<file path="src/rtl/ps2_scancode_rx.sv">
// PS/2 device-to-host scan-code receiver: input conditioning, frame FSM with
// timeout, optional E0/F0 prefix folding and a show-ahead FIFO.
module ps2_scancode_rx #(
    parameter int DEPTH_LOG2   = 3,
    parameter int FILT_LEN     = 4,
    parameter int TIMEOUT_CYC  = 50000,
    parameter bit MERGE_PREFIX = 1'b1
) (
    input  logic                  clk,
    input  logic                  rst_n,
    input  logic                  ps2_clk,
    input  logic                  ps2_data,
    input  logic                  ready,
    input  logic                  err_clr,
    output logic [7:0]            data,
    output logic                  ext,
    output logic                  brk,
    output logic                  valid,
    output logic                  empty,
    output logic                  full,
    output logic [DEPTH_LOG2:0]   level,
    output logic                  overflow,
    output logic                  err_parity,
    output logic                  err_stop,
    output logic                  err_timeout,
    output logic [1:0]            fsm_state
);

    localparam int AW    = DEPTH_LOG2;
    localparam int DEPTH = 1 << AW;
    localparam int TW    = $clog2(TIMEOUT_CYC + 1);
    localparam logic [AW:0] LVL_ONE = (AW+1)'(1);
    localparam logic [TW-1:0] TMO_LAST = TW'(TIMEOUT_CYC - 1);

    typedef enum logic [1:0] {
        S_IDLE   = 2'd0,
        S_DATA   = 2'd1,
        S_PARITY = 2'd2,
        S_STOP   = 2'd3
    } state_t;

    logic [1:0]          clk_sync;
    logic [1:0]          dat_sync;
    logic [FILT_LEN-1:0] hist;
    logic                filt_q;
    logic                filt_d;
    logic                samp;
    logic                samp_data;

    state_t              state_q;
    state_t              state_d;
    logic                start_bit;
    logic                data_bit;
    logic                par_bit;
    logic                stop_bit;
    logic [2:0]          bitcnt;
    logic [7:0]          shreg;
    logic                par_acc;
    logic                done_q;
    logic                done_stop;
    logic                done_par;
    logic [TW-1:0]       tmo_cnt;
    logic                timeout;

    logic                frame_ok;
    logic                is_e0;
    logic                is_f0;
    logic                prefix;
    logic                push_req;
    logic [9:0]          push_entry;
    logic                pend_ext;
    logic                pend_brk;

    logic [9:0]          mem [DEPTH];
    logic [AW:0]         w_ptr;
    logic [AW:0]         r_ptr;
    logic [AW:0]         level_q;
    logic [9:0]          head;
    logic                pop;
    logic                push;

    always_ff @(posedge clk or negedge rst_n) begin
        if (!rst_n) begin
            clk_sync  <= 2'b11;
            dat_sync  <= 2'b11;
            hist      <= '1;
            filt_q    <= 1'b1;
            samp      <= 1'b0;
            samp_data <= 1'b1;
        end else begin
            clk_sync  <= {clk_sync[0], ps2_clk};
            dat_sync  <= {dat_sync[0], ps2_data};
            hist      <= {hist[FILT_LEN-2:0], clk_sync[1]};
            filt_q    <= filt_d;
            samp      <= filt_q & ~filt_d;
            samp_data <= dat_sync[1];
        end
    end

    // Filtered clock only moves once the whole history window agrees.
    always_comb begin
        filt_d = filt_q;
        if (&hist)
            filt_d = 1'b1;
        else if (~|hist)
            filt_d = 1'b0;
    end

    always_ff @(posedge clk or negedge rst_n) begin
        if (!rst_n)
            state_q <= S_IDLE;
        else
            state_q <= state_d;
    end

    always_comb begin
        state_d = state_q;
        case (state_q)
            S_IDLE:   if (samp && !samp_data)     state_d = S_DATA;
            S_DATA:   if (samp && bitcnt == 3'd7) state_d = S_PARITY;
            S_PARITY: if (samp)                   state_d = S_STOP;
            S_STOP:   if (samp)                   state_d = S_IDLE;
            default:                              state_d = S_IDLE;
        endcase
        if (timeout)
            state_d = S_IDLE;
    end

    always_comb begin
        start_bit = 1'b0;
        data_bit  = 1'b0;
        par_bit   = 1'b0;
        stop_bit  = 1'b0;
        case (state_q)
            S_IDLE:   start_bit = samp & ~samp_data;
            S_DATA:   data_bit  = samp;
            S_PARITY: par_bit   = samp;
            S_STOP:   stop_bit  = samp;
            default:  ;
        endcase
    end

    assign fsm_state = state_q;

    always_ff @(posedge clk or negedge rst_n) begin
        if (!rst_n) begin
            bitcnt    <= 3'd0;
            shreg     <= 8'd0;
            par_acc   <= 1'b0;
            done_q    <= 1'b0;
            done_stop <= 1'b0;
            done_par  <= 1'b0;
        end else begin
            done_q <= stop_bit;
            if (start_bit) begin
                bitcnt  <= 3'd0;
                par_acc <= 1'b0;
            end
            if (data_bit) begin
                shreg[bitcnt] <= samp_data;
                par_acc       <= par_acc ^ samp_data;
                bitcnt        <= bitcnt + 3'd1;
            end
            if (par_bit)
                par_acc <= par_acc ^ samp_data;
            if (stop_bit) begin
                done_stop <= samp_data;
                done_par  <= par_acc;
            end
        end
    end

    // A samp arriving on the limit cycle wins over the timeout.
    always_ff @(posedge clk or negedge rst_n) begin
        if (!rst_n)
            tmo_cnt <= '0;
        else if (state_q == S_IDLE || samp)
            tmo_cnt <= '0;
        else
            tmo_cnt <= tmo_cnt + TW'(1);
    end

    assign timeout = (state_q != S_IDLE) && !samp && (tmo_cnt == TMO_LAST);

    assign frame_ok = done_q & done_stop & done_par;
    assign is_e0    = (shreg == 8'hE0);
    assign is_f0    = (shreg == 8'hF0);
    assign prefix   = MERGE_PREFIX && (is_e0 || is_f0);
    assign push_req = frame_ok & ~prefix;

    always_comb begin
        push_entry = {2'b00, shreg};
        if (MERGE_PREFIX)
            push_entry = {pend_ext, pend_brk, shreg};
    end

    always_ff @(posedge clk or negedge rst_n) begin
        if (!rst_n) begin
            pend_ext <= 1'b0;
            pend_brk <= 1'b0;
        end else if (timeout || (done_q && !frame_ok) || push_req) begin
            pend_ext <= 1'b0;
            pend_brk <= 1'b0;
        end else if (frame_ok && prefix) begin
            if (is_e0)
                pend_ext <= 1'b1;
            else
                pend_brk <= 1'b1;
        end
    end

    // valid/ready: the head entry moves to the consumer on every cycle with
    // valid && ready; valid never depends on ready.
    assign empty = (w_ptr == r_ptr);
    assign full  = (w_ptr[AW] != r_ptr[AW]) && (w_ptr[AW-1:0] == r_ptr[AW-1:0]);
    assign valid = ~empty;
    assign pop   = valid & ready;
    assign push  = push_req & (~full | pop);

    always_ff @(posedge clk) begin
        if (push)
            mem[w_ptr[AW-1:0]] <= push_entry;
    end

    always_ff @(posedge clk or negedge rst_n) begin
        if (!rst_n) begin
            w_ptr    <= '0;
            r_ptr    <= '0;
            level_q  <= '0;
            overflow <= 1'b0;
        end else begin
            overflow <= push_req & full & ~pop;
            if (push)
                w_ptr <= w_ptr + LVL_ONE;
            if (pop)
                r_ptr <= r_ptr + LVL_ONE;
            case ({push, pop})
                2'b10:   level_q <= level_q + LVL_ONE;
                2'b01:   level_q <= level_q - LVL_ONE;
                default: level_q <= level_q;
            endcase
        end
    end

    assign level = level_q;
    assign head  = mem[r_ptr[AW-1:0]];
    assign data  = empty ? 8'd0 : head[7:0];
    assign brk   = empty ? 1'b0 : head[8];
    assign ext   = empty ? 1'b0 : head[9];

    // Set beats a same-cycle clear.
    always_ff @(posedge clk or negedge rst_n) begin
        if (!rst_n) begin
            err_parity  <= 1'b0;
            err_stop    <= 1'b0;
            err_timeout <= 1'b0;
        end else begin
            if (done_q && !done_par)
                err_parity <= 1'b1;
            else if (err_clr)
                err_parity <= 1'b0;
            if (done_q && !done_stop)
                err_stop <= 1'b1;
            else if (err_clr)
                err_stop <= 1'b0;
            if (timeout)
                err_timeout <= 1'b1;
            else if (err_clr)
                err_timeout <= 1'b0;
        end
    end

endmodule

</file>
<file path="config.mk">
export PLATFORM = sky130hd
export DESIGN_NAME = ps2_scancode_rx
export DESIGN_NICKNAME = d
export VERILOG_FILES = /design/src/rtl/ps2_scancode_rx.sv
export SDC_FILE = /design/constraint.sdc
export NUM_CORES = 1
export LEC_CHECK = 0
export CAP_MARGIN = 20
export CORE_MARGIN = 8
export CORE_UTILIZATION = 54
export CTS_CLUSTER_SIZE = 12
export DETAILED_ROUTE_END_ITERATION = 8
export PLACE_DENSITY = 0.82
export SETUP_SLACK_MARGIN = 0.2
export SYNTH_ARGS = -nofsm -noshare
export SYNTH_HDL_FRONTEND = slang
export SYNTH_SLANG_ARGS = --single-unit
</file>
<file path="constraint.sdc">
create_clock -name clk -period 3.1 [get_ports clk]
set_clock_uncertainty 0.15 [all_clocks]
set_input_delay 0.31 -clock clk [delete_from_list [all_inputs] [get_ports clk]]
set_output_delay 0.31 -clock clk [all_outputs]
set_load 0.005 [all_outputs]
</file>
==> summary.md, run 1 <==
| Metric | Value |
|---|---|
| CTS tree | yes |
| Die span in y | approximately 120 microns |
| Mapped Nets | 413 |
| Detail Placement HPWL | 7.138 mm |
| Final Worst Setup Slack | 225.4 ps |
| Number of global-route vias before repair | 3584 |
| Max-Cap Viols | 0 |
| I/O pin cnt | 29 |
| Register area | a little under 4000 sq um |
| Max Fclk | 347.9 MHz |
| Detailed Route Iter0 Violations | around 220 |
| Grt peak-use layer | met2 |
| Period minus WS final | between 2000 and 3000 ps |
| Routed vias | 3381 |
| Total power | roughly 5.9 mW |
| Post-synth EDFFs | 80 |
| Tightest Hold Check Type | in -> reg |
| Share of cells above drive strength 1 | 0.2141 |
| Max Fanout on Critical Path | 12 |
| Post-Place Cells | 558 |
| Synth Area in XOR/XNOR | 0.04265 |
| H-Tree Depth | 4 |
| Non-filler cells, final | 593 |
| Post-Synth Simple-Gate Area | 0.09475 |
| GRT overflow | 0 |
| Initial core utilization | 0.5518 |
| Worst EP arrival | 2410 ps |
| Ys flop type | edfxtp_1 |
| Leak | roughly 2.8 nW |
| Routed len/inst | 20.06 microns |
| Fin. Hold Viols | 0 |
| Post-synthesis compound-gate area fraction | 0.03340 |
| Pwr dens | 825.3 nW/um^2 |
| Clock Root Buffer | clkbuf_8 |
| Overall routed net length | approximately 12 mm |
| Worst setup SP type | flip-flop |
| Syn avg cell area | 15.08 sq um |
| Worst Max-Slew Pin Slew | 1022 ps |
| Global routing usage on met2 | 0.2964 |
| GR Util met1 | 0.2077 |
| # DRC | 0 |
| Via-to-Cell Ratio | approximately 5.7 |
| Final critical-path share of the clock period | 0.9273 |
| Layout area overhead | 19.22% |
| Ys async rst share | 0.4366 |
| Reg clk slew, reported paths | 60 ps |
| Multiplexer share of the synthesized area | 0.1168 |
| VDD IR max | 468.0 uV |
| Die area | 14650 sq um |
| Area of the multi-input gates | 1888 sq um |
| TritonCTS Buffers | 17 |
| N_diodes | 0 |
| Clk sinks | 142 |
| Remaining antenna violation count | 0 |
| Buffers on Ports | 28 |
| # nets final | 458 |
| Unrepaired setup endpoints after global routing | yes |
| Register area share after synthesis | 0.6660 |
| Largest net degree at the start of global routing | 31 |
| # fillers | 743 |
| Dpl ws | 314.4 ps |
| Placer Congestion | 0.7585 |
| Final instance area | 7101 sq um |
| Slew margin rel. | 0.3160 |
| CP endpoint kind | primary output |
| Status | finished, final reports clean |
| Post-synthesis adder-cell area fraction | 0.02521 |
| Largest family of logic cells by synthesized area | multiplexers |
| Worst Path Required | approximately 2600 ps |
| Max-slew violation count | 0 |
| Max Buffers Root-to-Sink | 2 |
| Yosys Warn Count | 0 |
| Number of distinct library cells after synthesis | 47 |
| Finish-stage setup viols | 0 |
| Drt first pass iters | 4 |
| Clk_lat worst skew | 520 ps |
| Post-synthesis cell count | a little under 400 |
| Netlist Area Pre-Place | about 6000 sq um |
| Total global-route track usage | 0.1734 |
| FF+latch count, synth | ~140 |
| CP Class | reg -> out |
| TNS Setup | 0 ps |
| First-pass GRT wire length | 19.29 mm |
| Core Area | 10790 sq um |
| Placement-stage cell area | 6421 sq um |
| Die Width | 121.0 microns |
| Met3 usage | 0.04281 |
| Row count | 38 |
| Initial antenna violation count | 0 |
## per-layer routing
layer,part of all wire,vias to the layer above
met3,0.044,16
met4,0.013,0
li1,-,1544
met2,0.53,84
met1,0.42,1737
met5,0,-
## worst max-delay path, stage by stage (launching register included)
cell             delay (ps)
dfrtp_2                 450
buf_12                  190
mux4_2                  530
mux2i_2                 200
nor2_1                   60
clkdlybuf4s50_1         450
## through the flow
step	hold slack, ps	util
finish	54.89	0.6579
global placement	195.5	0.5949
CTS	32.85	0.6564
global route	45.87	0.6579
floorplan	-135.6	-
detailed placement	197.2	0.5949
## synthesized netlist by cell type (3+ instances only)
| cell type | instances | share of area |
|---|---|---|
| nor3b_1 | 3 | 0.0038 |
| ha_1 | 12 | 0.025 |
| clkbuf_1 | 9 | 0.0057 |
| nand2_1 | 13 | 0.0082 |
| nor3_1 | 8 | 0.0067 |
| buf_2 | 5 | 0.0042 |
| inv_1 | 13 | 0.0082 |
| nor4_1 | 3 | 0.0032 |
| edfxtp_1 | 80 | 0.40 |
| a21oi_1 | 8 | 0.0067 |
| and3_1 | 3 | 0.0032 |
| mux2_2 | 11 | 0.021 |
| dfrtp_1 | 52 | 0.22 |
| mux2i_1 | 11 | 0.018 |
| xor2_1 | 15 | 0.022 |
| nor2b_1 | 6 | 0.0063 |
| xnor2_1 | 14 | 0.021 |
| nand2b_1 | 5 | 0.0053 |
| o2bb2ai_1 | 3 | 0.0044 |
| nand4_1 | 4 | 0.0042 |
| nor2_1 | 45 | 0.028 |
| nand3_1 | 13 | 0.011 |
| mux4_2 | 20 | 0.076 |
| dfstp_2 | 10 | 0.044 |
## state kept, by name, summed over array words and instances (netlist names), 2 cells and up
register   count
mem           80
tmo_cnt       16
shreg          8
hist           4
level          4
r_ptr          4
w_ptr          4
bitcnt         3
clk_sync       2
dat_sync       2
fsm_state      2
## layout by cell type, fill, tap and decap left out, types with 3 or more instances in the layout
cell             instances
a21oi_1                  8
and3_1                   3
buf_4                   11
bufinv_16                3
clkbuf_16               16
clkdlybuf4s50_1         27
clkinvlp_4               4
dfrtp_1                 51
dfstp_2                 10
edfxtp_1                80
ha_1                    12
inv_1                   12
inv_6                    5
mux2_2                  11
mux2i_1                  9
mux4_2                  20
nand2_1                 13
nand2b_1                 5
nand3_1                 13
nand4_1                  4
nor2_1                  45
nor2b_1                  6
nor3_1                   8
nor3b_1                  3
o2bb2ai_1                3
xnor2_1                 14
xor2_1                  15
## path summary, 6_finish.rpt
| check | slack (ps) | end | start | depth (start not counted) |
|---|---|---|---|---|
| worst max-delay path | 230 | data[2] | r_ptr[0] | 5 |
| worst min register to register | 200 | dat_sync[1] | dat_sync[0] | 0 |
| min in group asynchronous | 220 | fsm_state[1] | rst_n | 2 |
| worst min-delay path | 50 | dat_sync[0] | ps2_data | 1 |
| worst max register to register | 270 | level[2] | r_ptr[0] | 12 |
| max in group asynchronous | 1800 | hist[1] | rst_n | 3 |
## cell type report
cell class	count	share of cell area
Clock inverter	14	0.02555
Tap cell	140	0.02467
Timing Repair Buffer	42	0.05850
Inverter	14	0.007753
Multi-Input combinational cell	223	0.2659
Sequential cell	142	0.5588
Clock buffer	18	0.05885
## power by group
| part | leakage, nW | total (mW) | switching (mW) | internal, mW |
|---|---|---|---|---|
| sequential | 1.55 | 2.21 | 0.117 | 2.09 |
| combinational | 0.920 | 1.61 | 0.699 | 0.913 |
| clock | 0.279 | 2.04 | 0.802 | 1.24 |
| total | 2.75 | 5.86 | 1.62 | 4.24 |
## logic make-up (layout without fill, tap and decap cells)
logic type | count (synthesis) | after routing
simple gates | 112 | 112
flops | 142 | 142
buf+inv | 30 | 88
compound gates | 27 | 27
fa+ha+maj | 12 | 12
xor+xnor | 29 | 29
mux | 43 | 43
## what timing repair did
item	CTS	global route
endpoints found under the hold margin	23	0
gates resized for setup	5	5
endpoints found under the setup margin	11	9
setup buffers	1	0
hold buffers	1	0
gates cloned	1	0
No activity file was read; power rests on OpenSTA's default activity.
==> run 2: changes to the inputs <==
SLEW_MARGIN = 20   (was unset)
==> results of run 2 <==
Same layout as run 1: the final DEF is identical, and so are final timing and power.
